--- src/rtl/sha256_pkg.sv ---
// -----------------------------------------------------------------------------
// sha256_pkg
// Shared definitions for the SHA-256 core scheduler:
//   - sched_state_t : scheduler state encoding
//   - MSG_BEATS     : 10-bit beats per message (640 bits)
//   - HASH_BEATS    : 10-bit digest beats (256 digest bits + 4 pad bits)
// -----------------------------------------------------------------------------
package sha256_pkg;

  localparam int MSG_BEATS  = 64;
  localparam int HASH_BEATS = 26;

  typedef enum logic [2:0] {
    ST_IDLE,
    ST_START,
    ST_LOAD,
    ST_WAIT,
    ST_DRAIN,
    ST_CLEAN
  } sched_state_t;

endpackage

--- src/rtl/rr_arbiter.sv ---
// -----------------------------------------------------------------------------
// rr_arbiter
// Combinational round-robin arbiter: picks the first active request at or after
// i_ptr, wrapping around modulo N_REQ.
// Ports:
//   i_req     in  N_REQ  request vector
//   i_ptr     in  IW     search start position (0..N_REQ-1)
//   o_gnt     out N_REQ  one-hot grant, all zero when no request
//   o_gnt_id  out IW     index of the granted requester (0 when none)
// -----------------------------------------------------------------------------
module rr_arbiter #(
  parameter int N_REQ = 4,
  parameter int IW    = $clog2(N_REQ)
) (
  input  logic [N_REQ-1:0] i_req,
  input  logic [IW-1:0]    i_ptr,
  output logic [N_REQ-1:0] o_gnt,
  output logic [IW-1:0]    o_gnt_id
);

  // w_pos[k] is the requester index visited k steps after the pointer;
  // w_rot is the request vector rotated so that bit 0 is the pointer position.
  logic [IW-1:0]    w_pos [N_REQ];
  logic [N_REQ-1:0] w_rot;
  logic             w_found;

  generate
    for (genvar gi = 0; gi < N_REQ; gi++) begin : g_rot
      logic [IW:0] w_sum;
      // One extra bit holds ptr+gi (at most 2*N_REQ-2) before the wrap.
      assign w_sum      = {1'b0, i_ptr} + (IW+1)'(gi);
      assign w_pos[gi]  = (w_sum >= (IW+1)'(N_REQ)) ? IW'(w_sum - (IW+1)'(N_REQ))
                                                    : w_sum[IW-1:0];
      assign w_rot[gi]  = i_req[w_pos[gi]];
    end
  endgenerate

  always_comb begin
    w_found  = 1'b0;
    o_gnt_id = '0;
    for (int i = 0; i < N_REQ; i++) begin
      if (!w_found && w_rot[i]) begin
        w_found  = 1'b1;
        o_gnt_id = w_pos[i];
      end
    end
  end

  generate
    for (genvar gi = 0; gi < N_REQ; gi++) begin : g_gnt
      assign o_gnt[gi] = w_found && (o_gnt_id == IW'(gi));
    end
  endgenerate

endmodule

--- src/rtl/sha256_sched.sv ---
// -----------------------------------------------------------------------------
// sha256_sched
// Shares one 10-bit streaming SHA-256 core between N_REQ requesters. One job
// (MSG_BEATS accepted beats) is granted at a time, round-robin. The scheduler
// pulses core_start, streams the granted requester's beats into the core,
// forwards HASH_BEATS digest beats tagged with the owner, and then holds the
// core in reset for one cycle because the core never clears its own counters
// and keeps core_valid_out high after the final digest beat.
// Ports:
//   clk, rst_n              clock, synchronous active-low reset
//   req_valid/req_data      per-requester message beats (N_REQ x 10 bits)
//   req_ready               per-requester accept, one-hot or zero
//   res_valid/res_data      registered digest beat stream (no backpressure)
//   res_id                  owner of the current result
//   res_last                final digest beat, or with the error pulse
//   res_err                 one-cycle pulse when the digest wait times out
//   busy                    scheduler not idle
//   core_rst_n              core synchronous reset (low during rst_n or CLEAN)
//   core_start              core start pulse
//   core_valid_in/core_message_in   beats towards the core
//   core_hash_out/core_valid_out    digest beats from the core
// -----------------------------------------------------------------------------
module sha256_sched #(
  parameter int N_REQ      = 4,
  parameter int MSG_BEATS  = sha256_pkg::MSG_BEATS,
  parameter int HASH_BEATS = sha256_pkg::HASH_BEATS,
  parameter int TIMEOUT    = 255
) (
  input  logic                     clk,
  input  logic                     rst_n,
  input  logic [N_REQ-1:0]         req_valid,
  input  logic [N_REQ*10-1:0]      req_data,
  output logic [N_REQ-1:0]         req_ready,
  output logic                     res_valid,
  output logic [9:0]               res_data,
  output logic [$clog2(N_REQ)-1:0] res_id,
  output logic                     res_last,
  output logic                     res_err,
  output logic                     busy,
  output logic                     core_rst_n,
  output logic                     core_start,
  output logic                     core_valid_in,
  output logic [9:0]               core_message_in,
  input  logic [9:0]               core_hash_out,
  input  logic                     core_valid_out
);
  import sha256_pkg::*;

  localparam int IW = $clog2(N_REQ);
  localparam int TW = $clog2(TIMEOUT + 1);

  localparam logic [6:0]    LP_BEAT_MAX  = 7'(MSG_BEATS);
  localparam logic [6:0]    LP_BEAT_LAST = 7'(MSG_BEATS - 1);
  localparam logic [4:0]    LP_HASH_LAST = 5'(HASH_BEATS - 1);
  localparam logic [TW-1:0] LP_TMO_LAST  = TW'(TIMEOUT - 1);
  localparam logic [IW-1:0] LP_ID_MAX    = IW'(N_REQ - 1);

  sched_state_t  r_state;
  logic [IW-1:0] r_gnt_id;
  logic [IW-1:0] r_rr_ptr;
  logic [6:0]    r_beat_cnt;
  logic [4:0]    r_hash_cnt;
  logic [TW-1:0] r_timer;
  logic          r_res_valid;
  logic [9:0]    r_res_data;
  logic [IW-1:0] r_res_id;
  logic          r_res_last;
  logic          r_res_err;

  logic [N_REQ-1:0] w_gnt;
  logic [IW-1:0]    w_gnt_id;
  logic             w_any;
  logic             w_load_open;
  logic             w_accept;
  logic [9:0]       w_req_data [N_REQ];

  rr_arbiter #(
    .N_REQ (N_REQ),
    .IW    (IW)
  ) u_arb (
    .i_req    (req_valid),
    .i_ptr    (r_rr_ptr),
    .o_gnt    (w_gnt),
    .o_gnt_id (w_gnt_id)
  );

  assign w_any       = |w_gnt;
  assign w_load_open = (r_state == ST_LOAD) && (r_beat_cnt < LP_BEAT_MAX);

  generate
    for (genvar gi = 0; gi < N_REQ; gi++) begin : g_req
      assign w_req_data[gi] = req_data[gi*10 +: 10];
      assign req_ready[gi]  = w_load_open && (r_gnt_id == IW'(gi));
    end
  endgenerate

  assign w_accept        = req_valid[r_gnt_id] & req_ready[r_gnt_id];
  assign core_valid_in   = w_accept;
  assign core_message_in = (r_state == ST_LOAD) ? w_req_data[r_gnt_id] : 10'd0;
  assign core_start      = (r_state == ST_START);
  // The core has no idle return; CLEAN is its only way back to a clean start.
  assign core_rst_n      = rst_n & (r_state != ST_CLEAN);
  assign busy            = (r_state != ST_IDLE);

  assign res_valid = r_res_valid;
  assign res_data  = r_res_data;
  assign res_id    = r_res_id;
  assign res_last  = r_res_last;
  assign res_err   = r_res_err;

  always_ff @(posedge clk) begin
    if (!rst_n) begin
      r_state     <= ST_IDLE;
      r_gnt_id    <= '0;
      r_rr_ptr    <= '0;
      r_beat_cnt  <= '0;
      r_hash_cnt  <= '0;
      r_timer     <= '0;
      r_res_valid <= 1'b0;
      r_res_data  <= '0;
      r_res_id    <= '0;
      r_res_last  <= 1'b0;
      r_res_err   <= 1'b0;
    end else begin
      r_res_valid <= 1'b0;
      r_res_last  <= 1'b0;
      r_res_err   <= 1'b0;
      case (r_state)
        ST_IDLE: begin
          if (w_any) begin
            r_gnt_id <= w_gnt_id;
            r_rr_ptr <= (w_gnt_id == LP_ID_MAX) ? '0 : w_gnt_id + 1'b1;
            r_state  <= ST_START;
          end
        end
        ST_START: begin
          r_beat_cnt <= '0;
          r_hash_cnt <= '0;
          r_state    <= ST_LOAD;
        end
        ST_LOAD: begin
          // w_accept implies r_beat_cnt < MSG_BEATS, so the count saturates.
          if (w_accept) begin
            r_beat_cnt <= r_beat_cnt + 1'b1;
            if (r_beat_cnt == LP_BEAT_LAST) begin
              r_timer <= '0;
              r_state <= ST_WAIT;
            end
          end
        end
        ST_WAIT: begin
          r_timer <= r_timer + 1'b1;
          if (core_valid_out) begin
            r_res_valid <= 1'b1;
            r_res_data  <= core_hash_out;
            r_res_id    <= r_gnt_id;
            r_hash_cnt  <= 5'd1;
            r_state     <= ST_DRAIN;
          end else if (r_timer == LP_TMO_LAST) begin
            // Abort decided on the edge where the timer reaches TIMEOUT.
            r_res_err  <= 1'b1;
            r_res_last <= 1'b1;
            r_res_id   <= r_gnt_id;
            r_state    <= ST_CLEAN;
          end
        end
        ST_DRAIN: begin
          if (core_valid_out) begin
            r_res_valid <= 1'b1;
            r_res_data  <= core_hash_out;
            r_res_id    <= r_gnt_id;
            r_hash_cnt  <= r_hash_cnt + 1'b1;
            if (r_hash_cnt == LP_HASH_LAST) begin
              r_res_last <= 1'b1;
              r_state    <= ST_CLEAN;
            end
          end
        end
        ST_CLEAN: begin
          r_state <= ST_IDLE;
        end
        default: begin
          r_state <= ST_IDLE;
        end
      endcase
    end
  end

endmodule

--- config.mk ---
export PLATFORM = sky130hd
export DESIGN_NAME = sha256_sched
export DESIGN_NICKNAME = d
export VERILOG_FILES = /design/src/rtl/sha256_pkg.sv /design/src/rtl/rr_arbiter.sv /design/src/rtl/sha256_sched.sv
export SDC_FILE = /design/constraint.sdc
export NUM_CORES = 1
export LEC_CHECK = 0
export CAP_MARGIN = 5
export CORE_MARGIN = 8
export CORE_UTILIZATION = 41
export CTS_BUF_LIST = sky130_fd_sc_hd__clkbuf_16
export CTS_CLUSTER_DIAMETER = 60
export DETAILED_ROUTE_END_ITERATION = 7
export PLACE_DENSITY = 0.76
export REMOVE_ABC_BUFFERS = 1
export SYNTH_ARGS = -nofsm -noshare
export SYNTH_HDL_FRONTEND = slang
export SYNTH_HIERARCHICAL = 1
export SYNTH_SLANG_ARGS = --single-unit
export TNS_END_PERCENT = 30
--- constraint.sdc ---
create_clock -name clk -period 2 [get_ports clk]
set_input_delay 0.4 -clock clk [delete_from_list [all_inputs] [get_ports clk]]
set_output_delay 0.4 -clock clk [all_outputs]
set_load 0.02 [all_outputs]
======== Word-level counts from Yosys, hierarchy flattened ========
Index checks and enable logic that the tools add are counted.
operators by class
  add/sub/neg operators ................... 11
  $mul .................................... 0
  div/mod/pow operators ................... 0
  magnitude comparators ................... 11
  equality and inequality tests ........... 21
  shift operators ......................... 0
  muxes and demuxes ....................... 55
  bitwise operators ....................... 3
  reduce and logical (&&, ||, !) cells .... 34
operator list
  operator             count
  $mux 10              3
  $mux 2               12
  $mux 3               7
  $bmux 10 s2          1
  $mux 8               2
  $pmux 8 s2           1
  $lt 2x3->1 const B   5
  $mux 1               15
  $pmux 3 s5           1
  $pmux 5 s3           1
  $pmux 7 s2           1
  $bmux 1 s2           6
  $ge 3x3->1 const B   4
  $logic_and 1x1->1    12
  $mux 5               2
  $ne 2x2->1 const B   5
  $reduce_and 2->1     5
  $reduce_and 3->1     3
  $add 8x1->8 const B  1
  $eq 2x2->1 const B   4
  $eq 8x8->1 const B   1
  $sub 2x1->2 const B  4
  $add 7x1->7 const B  1
  $eq 7x6->1 const B   1
  26 further kinds     37
word-level totals
  register bits ........................... 42
  latch bits .............................. 0
  memory bits (writable) .................. 0
  bits in read-only memories .............. 0
  logic and storage cells ................. 146
  memories kept ........................... 0

======== Longest topological paths before layout ========
Gate-level depths: netlist (run 1).
  word-level depth ........................ 19
  mapped depth ............................ 10

======== Cells and area by module ========
Netlist (run 1), hierarchy kept.
by module, submodules not included
  module        times used  cells an instance  area an instance (sq um)  seq. area each (sq um)
  sha256_sched  1           276                2379.8                    840.8
  rr_arbiter    1           30                 185.2                     0.0

======== Worst setup path before layout (run 1) ========
OpenSTA, ideal clock, no wires.
  path kind ............................... input port to flip-flop
  start point ............................. in req_valid[1]
  end point ............................... reg r_gnt_id[1]
  library setup time ...................... 0.128 ns
  arrival ................................. 1.874 ns
  required time ........................... 1.872 ns
  slack ................................... -0.002 ns
  stages on the path ...................... 9
  buffers on the path ..................... 2
  path through ............................ buf_2 > nor3_1 > a311oi_1 > nor2_1 > or4_1 > nand2b_1 > clkbuf_1 > mux2i_1 > nor2_1
on the way
  longest elaborated chain between the ends .. 16
RTL lines
  item                                   line                 text
  start: declaration                     sha256_sched.sv:31   input logic [N_REQ-1:0] req_valid,
  $bmux 1 s2                             rr_arbiter.sv:34     assign w_rot[gi] = i_req[w_pos[gi]];
  $mux 1 (implied by the code)           rr_arbiter.sv:34
  $mux 1                                 rr_arbiter.sv:42     if (!w_found && w_rot[i]) begin
  $logic_not 1->1                        rr_arbiter.sv:42
  $logic_and 1x1->1                      rr_arbiter.sv:42
  $mux 1                                 rr_arbiter.sv:42
  $logic_not 1->1                        rr_arbiter.sv:42
  $logic_and 1x1->1                      rr_arbiter.sv:42
  $mux 1                                 rr_arbiter.sv:42
  $logic_not 1->1                        rr_arbiter.sv:42
  $logic_and 1x1->1                      rr_arbiter.sv:42
  $mux 2                                 rr_arbiter.sv:42
  $logic_not 2->1                        rr_arbiter.sv:51     assign o_gnt[gi] = w_found && (o_gnt_id == IW'(gi));
  $logic_and 1x1->1 (*)                  rr_arbiter.sv:51
  via w_gnt[0]                           sha256_sched.sv:70   logic [N_REQ-1:0] w_gnt;
  $reduce_or 4->1 (*)                    sha256_sched.sv:87   assign w_any = |w_gnt;
  $reduce_and 2->1 (no source line) (*)  --
  end signal: assignment                 sha256_sched.sv:131  r_gnt_id <= w_gnt_id;
  end: declaration                       sha256_sched.sv:59   logic [IW-1:0] r_gnt_id;
Mark *: on every way through the listed nets, which the timed path passes. The rest lies on a longest branch. The select of a mux whose other input is x is not followed.
A chain may end at the register's enable or synchronous reset.

======== Worst setup path after layout (run 1) ========
  start point ............................. reg r_rr_ptr[0]
  end point ............................... reg r_state[0]
on the way
  longest elaborated chain between the ends .. 19
RTL lines
  item                                                                  line                 text
  start: declaration                                                    sha256_sched.sv:60   logic [IW-1:0] r_rr_ptr;
  start signal: assignment                                              sha256_sched.sv:132  r_rr_ptr <= (w_gnt_id == LP_ID_MAX) ? '0 : w_gnt_id + 1'b1;
  parallel branches: the longest is 15 deep, another holds $add 2x1->3  --
  $logic_and 1x1->1 (*)                                                 rr_arbiter.sv:51
  via w_gnt[0]                                                          sha256_sched.sv:70
  $reduce_or 4->1 (*)                                                   sha256_sched.sv:87
  $ne 2x2->1 (no source line) (*)                                       --
  $reduce_and 6->1 (no source line) (*)                                 --
  end signal: assignment                                                sha256_sched.sv:113  r_state <= ST_IDLE;
  end signal: assignment                                                sha256_sched.sv:133  r_state <= ST_START;
  end signal: assignment                                                sha256_sched.sv:139  r_state <= ST_LOAD;
  end: declaration                                                      sha256_sched.sv:58   sched_state_t r_state;
Mark *: on every way through the listed nets, which the timed path passes. The select of a mux whose other input is x is not followed.

==> results.cfg, run 1 <==
[global_routing]
grt_overflow = 0
top_usage_layer = met2
use_met3_pct = 3.39
antenna_found_initial = 0
use_met2_pct = 28.7
grt_pass1_wl_mm = 12.4
use_met1_pct = 20.9
grt_pass1_vias = 2651
grt.total_usage_pct = 16.9
grt_max_degree = 24

[job]
max_cap_viol_count = 0

[finish]
n_antenna_cell = 0
fin_nets = 493
synthToLayoutAreaGrowth_pct = 56.4
drive_above_1_share_pct = 23.2
fin_area_sq_um = 4010

[routing]
ant_nets = 0
remaining_drc_errors = 0
wl_per_cell_um = 15.5
initialDrtViolationCount = 223
drt_wl_total_mm = 7.87
vias_per_cell = 5.35
vias = 2720
drt-pass1-iter-count = 4

[pwr]
leakage_nw = 1.55
power_mw = 3.93
p_int_mw = 2.48
powerDensity_nw_per_um2 = 980
swShare_pct = 36.9
p_seq_share_pct = 26.6
pwr-share-comb_pct = 52.2
peakVddDrop_mv = 0.552
p_sw_mw = 1.45
pwr-share-clk_pct = 21.2

[yosys]
yosys_warnings = 6
ys.flop_type = dfxtp_1
synth.top_cells.by_count = 42 x dfxtp_1, 37 x nand2_1, 32 x a21oi_1, 26 x nor2_1, 17 x nor2b_1
synth-async-reset-ratio_pct = 0
synth_top_area_share_pct = 32.8
yosysUniqueCellTypes = 54
yosysSeqAreaShare_pct = 32.8
synth_cells = 306
synth.most_common_cell = dfxtp_1
syn_area_sq_um = 2560
yosys-top-cells-area = dfxtp_1 33%, mux4_2 7.0%, a21oi_1 6.2%, nand2_1 5.4%, nor2b_1 4.1%
ys_seq_elements = 42
yosysTopAreaCell = dfxtp_1
synth-edff-count = 0
syn_area_per_cell_sq_um = 8.38

[cts]
cts_tree = built
root_buffer = clkbuf_16
clk_path_buf_depth = 2
cts_made_buffers = 5
clk_pin_slew_ns = 0.07
worstSkewPairLatency_ns = 0.29
clock_sinks = 42
cts_max_level = 2

[floorplan]
die_area_sq_um = 9040
die_h_um = 95.1
core_sq_um = 6200
pin_count = 90
die_w_um = 95.1
num_rows = 29
initial_core_util_pct = 41.3

[timing]
setup_ws_ns = -0.0708
maxSlewViolCount = 0
hold_viol = 0
period_minus_slack_ns = 2.07
rsz0062_at_grt = true
fmax_mhz = 483
fin_skew_ns = 0.00695
fin_setup_tns_ns = -0.186
finalSetupViolations = 8
tightestPinTransition_ns = 0.361
period_share_pct = 104
slew_headroom_pct = 75.9

[critical_path]
required_ns = 2.19
path_class = register to register
max_stage_delay_ns = 0.56
reg2reg_depth = 8
cp-end-kind = register
cp_slowest_cell = or4_4
cp-endpoint = r_state[0]
worstPathArrival_ns = 2.26
startpoint_type = register
startpoint = r_rr_ptr[0]
cp_max_fo = 6
r2r_start = r_rr_ptr[0]
r2r_end = r_state[0]
cp_cell_sequence = nand2b_1, a311oi_1, nor2_1, or4_4, nor2_4, a21oi_1, a2bb2oi_1, o2111a_1
regToRegSetupSlack_ns = -0.07

[status]
status = finished, violations left
violations = setup timing

[hold_path]
worstHoldPathType = register to register

[place]
gp_congestion = 0.824
port_buffers = 89
placed_cell_area_sq_um = 3820
hpwlAfterDp_mm = 6.05
[stage by stage]
stage	setup slack (ns)	instances	utilization, %	hold WS [ns]
after floorplan	-0.156	289	-	0.447
after global placement	-0.543	498	61.5	0.435
after detailed placement	-0.666	498	61.5	0.442
after CTS	-0.0966	508	64.0	0.452
after global routing	-0.0995	508	64.7	0.472
final	-0.0708	508	64.7	0.449
[sequential cells by signal, indices dropped and copies added (netlist names)]
signal and cells:
r_timer 8, res_last 1, r_gnt_id 2, res_data 10, res_err 1, r_rr_ptr 2, r_state 3, r_beat_cnt 7
r_hash_cnt 5, res_id 2, res_valid 1
[cell usage in the layout (no fill, tap or decap), types with 7 or more instances in the layout]
cell type | Yosys | final
clkdlybuf4s50_1 | 0 | 67
buf_4 | 2 | 44
dfxtp_1 | 42 | 39
nand2_1 | 37 | 37
a21oi_1 | 32 | 32
nor2_1 | 26 | 25
nor2b_1 | 17 | 12
mux4_2 | 8 | 11
nand3_1 | 11 | 11
o21ai_0 | 11 | 11
inv_1 | 9 | 9
nand2b_1 | 9 | 8
o21ai_1 | 7 | 7
[routing by layer]
layer  vias up  wire length, um  share of wire [%]
met2       107             3610                 46
met4         0               99                1.3
li1       1350                -                  -
met1      1254             3470                 44
met3         9              689                8.8
met5         -                0                  0
[power groups by stage]
stage / clock (mW) / combinational, mW / sequential, mW
finish: 0.831 / 2.05 / 1.05
global route: 0.870 / 2.22 / 1.06
detailed placement: 0 / 1.92 / 1.04
CTS: 0.850 / 1.96 / 1.04
global placement: 0 / 1.87 / 1.04
floorplan: 0 / 0.916 / 1.14
[what timing repair did]
action	CTS	global route
buffers inserted	1	0
gates cloned	1	0
gates resized for setup	79	27
pin swaps	1	2
hold buffers	0	0
endpoints found under the setup margin	30	20
[critical path, delay by kind of cell (launching register included)]
family | cells | cell delay, ns
flops | 1 | 0.35
compound gates | 4 | 0.72
simple gates | 4 | 0.90
[worst min-delay path by stage]
stage                    start    endpoint  slack (ns)  cells after the start
floorplan           r_timer[7]  r_timer[7]        0.45                      2
global placement     res_id[1]   res_id[1]        0.43                      2
detailed placement   res_id[1]   res_id[1]        0.44                      2
CTS                  res_id[1]   res_id[1]        0.45                      2
global route         res_id[1]   res_id[1]        0.47                      2
finish               res_id[1]   res_id[1]        0.45                      2
[cell type report]
class / count / area (sq um)
Fill cell: 521 / 2190
Multi-Input combinational cell: 238 / 1660
Timing Repair Buffer: 134 / 1220
Sequential cell: 42 / 847
Clock buffer: 5 / 125
Tap cell: 77 / 96.3
Inverter: 9 / 33.8
Clock inverter: 3 / 25.0
[cells by family (layout without fill, tap and decap cells)]
logic type | Yosys count | after routing | share of synthesized area (%)
xor+xnor | 5 | 5 | 1.71
buf+inv | 26 | 151 | 4.54
compound gates | 75 | 75 | 18.6
simple gates | 135 | 135 | 27.0
flops | 42 | 42 | 32.8
mux | 17 | 17 | 12.4
fa+ha+maj | 6 | 6 | 2.93
(Power assumes the default switching activity.)
==> run 2, diff against run 1 <==
--- a/config.mk
+++ b/config.mk
@@ -10,9 +10,11 @@
 export CORE_UTILIZATION = 41
 export CTS_BUF_LIST = sky130_fd_sc_hd__clkbuf_16
 export CTS_CLUSTER_DIAMETER = 60
+export CTS_CLUSTER_SIZE = 16
 export DETAILED_ROUTE_END_ITERATION = 7
 export PLACE_DENSITY = 0.76
 export REMOVE_ABC_BUFFERS = 1
+export SKIP_LAST_GASP = 1
 export SYNTH_ARGS = -nofsm -noshare
 export SYNTH_HDL_FRONTEND = slang
 export SYNTH_HIERARCHICAL = 1
==> results.cfg, run 2 (synthesis gave the netlist of run 1 again) <==
[pwr]
pwr-share-clk_pct = 21.3
p_sw_mw = 1.43
power_mw = 3.90
pwr-share-comb_pct = 51.9
leakage_nw = 1.57
powerDensity_nw_per_um2 = 974
p_int_mw = 2.47
peakVddDrop_mv = 0.549
swShare_pct = 36.6
p_seq_share_pct = 26.8

[finish]
final_core_util_pct = 64.4
largest_reg_flops = 10
synthToLayoutAreaGrowth_pct = 55.9
n_antenna_cell = 0
fin_nets = 494
final_cell_mix = 69 x clkdlybuf4s50_1, 46 x buf_4, 39 x dfxtp_1, 37 x nand2_1, 32 x a21oi_1
final_common_cell = clkdlybuf4s50_1
num-fill-cells = 521
drive_above_1_share_pct = 21.3

[timing]
fmax_mhz = 463
period_minus_slack_ns = 2.16
hold_viol = 0
period_share_pct = 108
finalSetupViolations = 12
slew_headroom_pct = 73.0
setup_ws_ns = -0.160
tightestPinTransition_ns = 0.404
fin_skew_ns = 0.00656
rsz0062_at_grt = true
maxSlewViolCount = 0

[routing]
initialDrtViolationCount = 186
wl_per_cell_um = 15.2
drt_wl_total_mm = 7.75
vias = 2734
drt-pass1-iter-count = 4
vias_per_cell = 5.37
ant_nets = 0
remaining_drc_errors = 0

[place]
port_buffers = 89
hpwlAfterDp_mm = 6.05
dp_slack_ns = -0.666
gp_congestion = 0.824

[floorplan]
die_area_sq_um = 9040
core_sq_um = 6200
pin_count = 90
die_w_um = 95.1
initial_core_util_pct = 41.3
num_rows = 29
die_h_um = 95.1

[cts]
cts_made_buffers = 5
root_buffer = clkbuf_16
clk_pin_slew_ns = 0.07
clock_sinks = 42
cts_tree = built
cts_max_level = 2
clk_path_buf_depth = 2
worstSkewPairLatency_ns = 0.29

[status]
violations = setup timing
status = finished, violations left

[critical_path]
startpoint_type = register
required_ns = 1.60
max_stage_delay_ns = 0.56
worstPathArrival_ns = 1.76
critical-path-top-delay-family = buffers and inverters
path_class = register to output pin
cp-end-kind = output pin
cp_slowest_cell = clkdlybuf4s50_1
cp_max_fo = 13
critPathBufInv = 2
cp_cell_sequence = buf_4, or3_1, clkdlybuf4s50_1

[global_routing]
grt_pass1_vias = 2648
grt.total_usage_pct = 16.9
grt_max_degree = 24
antenna_found_initial = 0
grt_pass1_wl_mm = 12.4
grt_overflow = 0

[job]
max_cap_viol_count = 0

[hold_path]
worstHoldPathType = register to register
[run 2: cell count changes in the layout (fill, tap and decap cells not counted), moves of 2 or more]
| cell | previous run | this run |
|---|---|---|
| buf_4 | 44 | 46 |
| buf_6 | 6 | 3 |
| clkbuf_2 | 4 | 2 |
| clkdlybuf4s50_1 | 67 | 69 |
| dlymetal6s2s_1 | 0 | 2 |
| nor2b_1 | 12 | 15 |
| nor2b_4 | 4 | 2 |
[run 2: metal layers]
| metal | vias to the layer above | global-route usage (%) | routed length (um) |
|---|---|---|---|
| met2 | 101 | 28.7 | 3600 |
| met4 | 0 | 5.72 | 108 |
| met5 | - | 0 | 0 |
| li1 | 1352 | - | - |
| met3 | 9 | 3.31 | 633 |
| met1 | 1272 | 20.9 | 3410 |
[run 2: through the flow]
stage	instance area [sq um]	hold WS (ns)	setup TNS, ns	instances
finish	4000	0.448	-0.789	509
detailed placement	3820	0.442	-11.57	498
global placement	3820	0.435	-10.14	498
global route	4000	0.472	-1.71	509
CTS	3990	0.452	-2.33	508
floorplan	2480	0.447	-0.304	289
[run 2: final timing paths]
| check | startpoint | endpoint | slack [ns] | cells after the start |
|---|---|---|---|---|
| hold reg to reg | res_id[1] | res_id[1] | 0.45 | 2 |
| hold / removal | res_id[1] | res_id[1] | 0.45 | 2 |
| setup reg to reg | r_rr_ptr[0] | r_state[0] | -0.08 | 8 |
| setup / recovery | r_state[0] | busy | -0.16 | 3 |
[run 2: timing repair]
| action | CTS | global route |
|---|---|---|
| setup buffers | 1 | 1 |
| pin swaps | 0 | 1 |
| gates resized for setup | 56 | 21 |
| setup endpoints to repair | 30 | 35 |
| hold buffers | 0 | 0 |
| cloned | 1 | 0 |
[run 2: power by group through the flow]
| stage | Sequential (mW) | Combinational, mW | Clock, mW |
|---|---|---|---|
| 2_1_floorplan | 1.14 | 0.916 | 0 |
| 3_3_place_gp | 1.04 | 1.87 | 0 |
| 3_5_place_dp | 1.04 | 1.92 | 0 |
| 4_1_cts | 1.04 | 1.99 | 0.850 |
| 5_1_grt | 1.05 | 2.18 | 0.870 |
| 6_report | 1.04 | 2.02 | 0.829 |
[run 2: worst register-to-register path: stages, from the launching register on]
cell and delay [ns]:
dfxtp_2 0.35, nand2b_1 0.16, a311oi_1 0.29, nor2_1 0.07
or4_4 0.54, nor2_1 0.12, a21oi_1 0.06, a2bb2oi_1 0.14
o2111a_1 0.23
[run 2: final cells by class]
class	instances	area, sq um	area share, %
Timing Repair Buffer	135	1240	31.1
Clock inverter	3	25.0	0.626
Multi-Input combinational cell	238	1630	40.7
Inverter	9	33.8	0.845
Sequential cell	42	847	21.2
Clock buffer	5	125	3.13
Tap cell	77	96.3	2.41
==> run 3, diff against run 2 <==
--- a/config.mk
+++ b/config.mk
@@ -12,7 +12,7 @@
 export CTS_CLUSTER_DIAMETER = 60
 export CTS_CLUSTER_SIZE = 16
 export DETAILED_ROUTE_END_ITERATION = 7
-export PLACE_DENSITY = 0.76
+export PLACE_DENSITY_LB_ADDON = 0.08
 export REMOVE_ABC_BUFFERS = 1
 export SKIP_LAST_GASP = 1
 export SYNTH_ARGS = -nofsm -noshare
==> results.cfg, run 3 (synthesis gave the netlist of run 1 again) <==
[critical_path]
cp_max_fo = 8
r2r_end = r_state[0]
path_class = register to output pin
cp-end-kind = output pin
max_stage_delay_ns = 0.56
critPathBufInv = 2
cp_cell_sequence = buf_4, or3_1, clkdlybuf4s50_1
cp_slowest_cell = clkdlybuf4s50_1
regToRegSetupSlack_ns = -0.03
critical-path-top-delay-family = buffers and inverters
r2r_start = r_rr_ptr[0]
startpoint_type = register
reg2reg_depth = 8
worstPathArrival_ns = 1.74
required_ns = 1.60

[place]
dp_slack_ns = -0.571
hpwlAfterDp_mm = 5.68
port_buffers = 89
placed_cell_area_sq_um = 3790
gp_congestion = 0.814

[cts]
clk_path_buf_depth = 2
cts_tree = built
clk_pin_slew_ns = 0.06
root_buffer = clkbuf_16
cts_made_buffers = 5
worstSkewPairLatency_ns = 0.27
hold_buffers = 0
cts_max_level = 2
clock_sinks = 42

[routing]
drt-pass1-iter-count = 4
drt_wl_total_mm = 7.36
wl_per_cell_um = 14.3
remaining_drc_errors = 0
ant_nets = 0
vias_per_cell = 5.12
vias = 2624
initialDrtViolationCount = 72

[pwr]
swShare_pct = 33.7
leakage_nw = 1.63
peakVddDrop_mv = 0.845
pwr-share-comb_pct = 51.8
pwr-share-clk_pct = 22.2
powerDensity_nw_per_um2 = 977
power_mw = 3.96
p_seq_share_pct = 26.0
p_sw_mw = 1.33
p_int_mw = 2.62

[floorplan]
die_h_um = 95.1
num_rows = 29
core_sq_um = 6200
pin_count = 90
initial_core_util_pct = 41.3
die_w_um = 95.1
die_area_sq_um = 9040

[timing]
fmax_mhz = 468
fin_setup_tns_ns = -1.14
period_minus_slack_ns = 2.14
slew_headroom_pct = 77.4
finalSetupViolations = 14
hold_viol = 0
maxSlewViolCount = 0
fin_skew_ns = 0.00440
period_share_pct = 107
setup_ws_ns = -0.138
rsz0062_at_grt = true
tightestPinTransition_ns = 0.339

[job]
max_cap_viol_count = 0

[global_routing]
grt_pass1_wl_mm = 11.8
grt_overflow = 0
grt_pass1_vias = 2522
antenna_found_initial = 0
grt_max_degree = 24
grt.total_usage_pct = 15.9

[finish]
final_common_cell = clkdlybuf4s50_1
seq_area_sq_um = 845
fin_nets = 498
num-fill-cells = 539
fin_area_sq_um = 4050
multiInputGateArea_sq_um = 1630
largest_reg_flops = 10
synthToLayoutAreaGrowth_pct = 58.0
drive_above_1_share_pct = 20.0
final_cell_mix = 69 x clkdlybuf4s50_1, 47 x buf_4, 41 x dfxtp_1, 37 x nand2_1, 32 x a21oi_1
n_antenna_cell = 0

[hold_path]
holdPathStages = 2
hold_start = res_id[1]
whs_endpoint = res_id[1]
worstHoldPathType = register to register

[status]
status = finished, violations left
violations = setup timing
[run 3: worst max-delay path by stage]
stage                      start             to  slack (ns)  depth (start not counted)
global route         r_rr_ptr[0]     r_state[0]       -0.19                          8
global placement    req_valid[0]  core_valid_in       -0.56                          4
finish                r_state[2]           busy       -0.14                          3
detailed placement  req_valid[0]  core_valid_in       -0.57                          4
floorplan            r_gnt_id[0]     r_timer[7]       -0.16                          5
CTS                   r_state[1]   req_ready[1]       -0.22                          4
[run 3: per-layer routing]
layer	track usage (%)	wire [um]	up-vias
met5	0	0	-
met4	3.12	34	0
met3	3.46	387	4
met2	30.1	3950	49
met1	17.8	2990	1210
li1	-	-	1361
[run 3: repair_timing]
item | in CTS | in global routing
gates cloned | 0 | 1
pin swaps | 0 | 0
gates resized for setup | 25 | 33
setup endpoints to repair | 28 | 31
setup buffers | 1 | 8
[run 3: per-stage QoR]
step	hold slack (ns)	utilization, %	cells
after floorplan	0.447	-	289
after global placement	0.436	61.2	495
after detailed placement	0.444	61.2	495
after CTS	0.454	63.8	504
after global routing	0.480	65.3	513
final	0.451	65.3	513
[run 3: final cells by class]
type / instances / share of cell area (%)
Inverter: 9 / 0.834
Clock inverter: 3 / 0.926
Clock buffer: 5 / 3.09
Timing Repair Buffer: 139 / 31.7
Sequential cell: 42 / 20.8
Tap cell: 77 / 2.38
Multi-Input combinational cell: 238 / 40.2
[run 3: worst register-to-register path: stages (launching register included)]
cell	delay, ns
dfxtp_1	0.36
nand2b_1	0.18
a311oi_1	0.26
nor2_1	0.07
or4_4	0.54
nor2_1	0.10
a21oi_1	0.05
a2bb2oi_1	0.13
o2111a_1	0.22
[run 3: power groups by stage]
stage	combinational [mW]	sequential, mW	clock, mW
5_1_grt	2.23	1.05	0.940
3_5_place_dp	1.91	1.04	0
6_report	2.05	1.03	0.879
3_3_place_gp	1.90	1.04	0
4_1_cts	1.92	1.02	0.900
2_1_floorplan	0.916	1.14	0
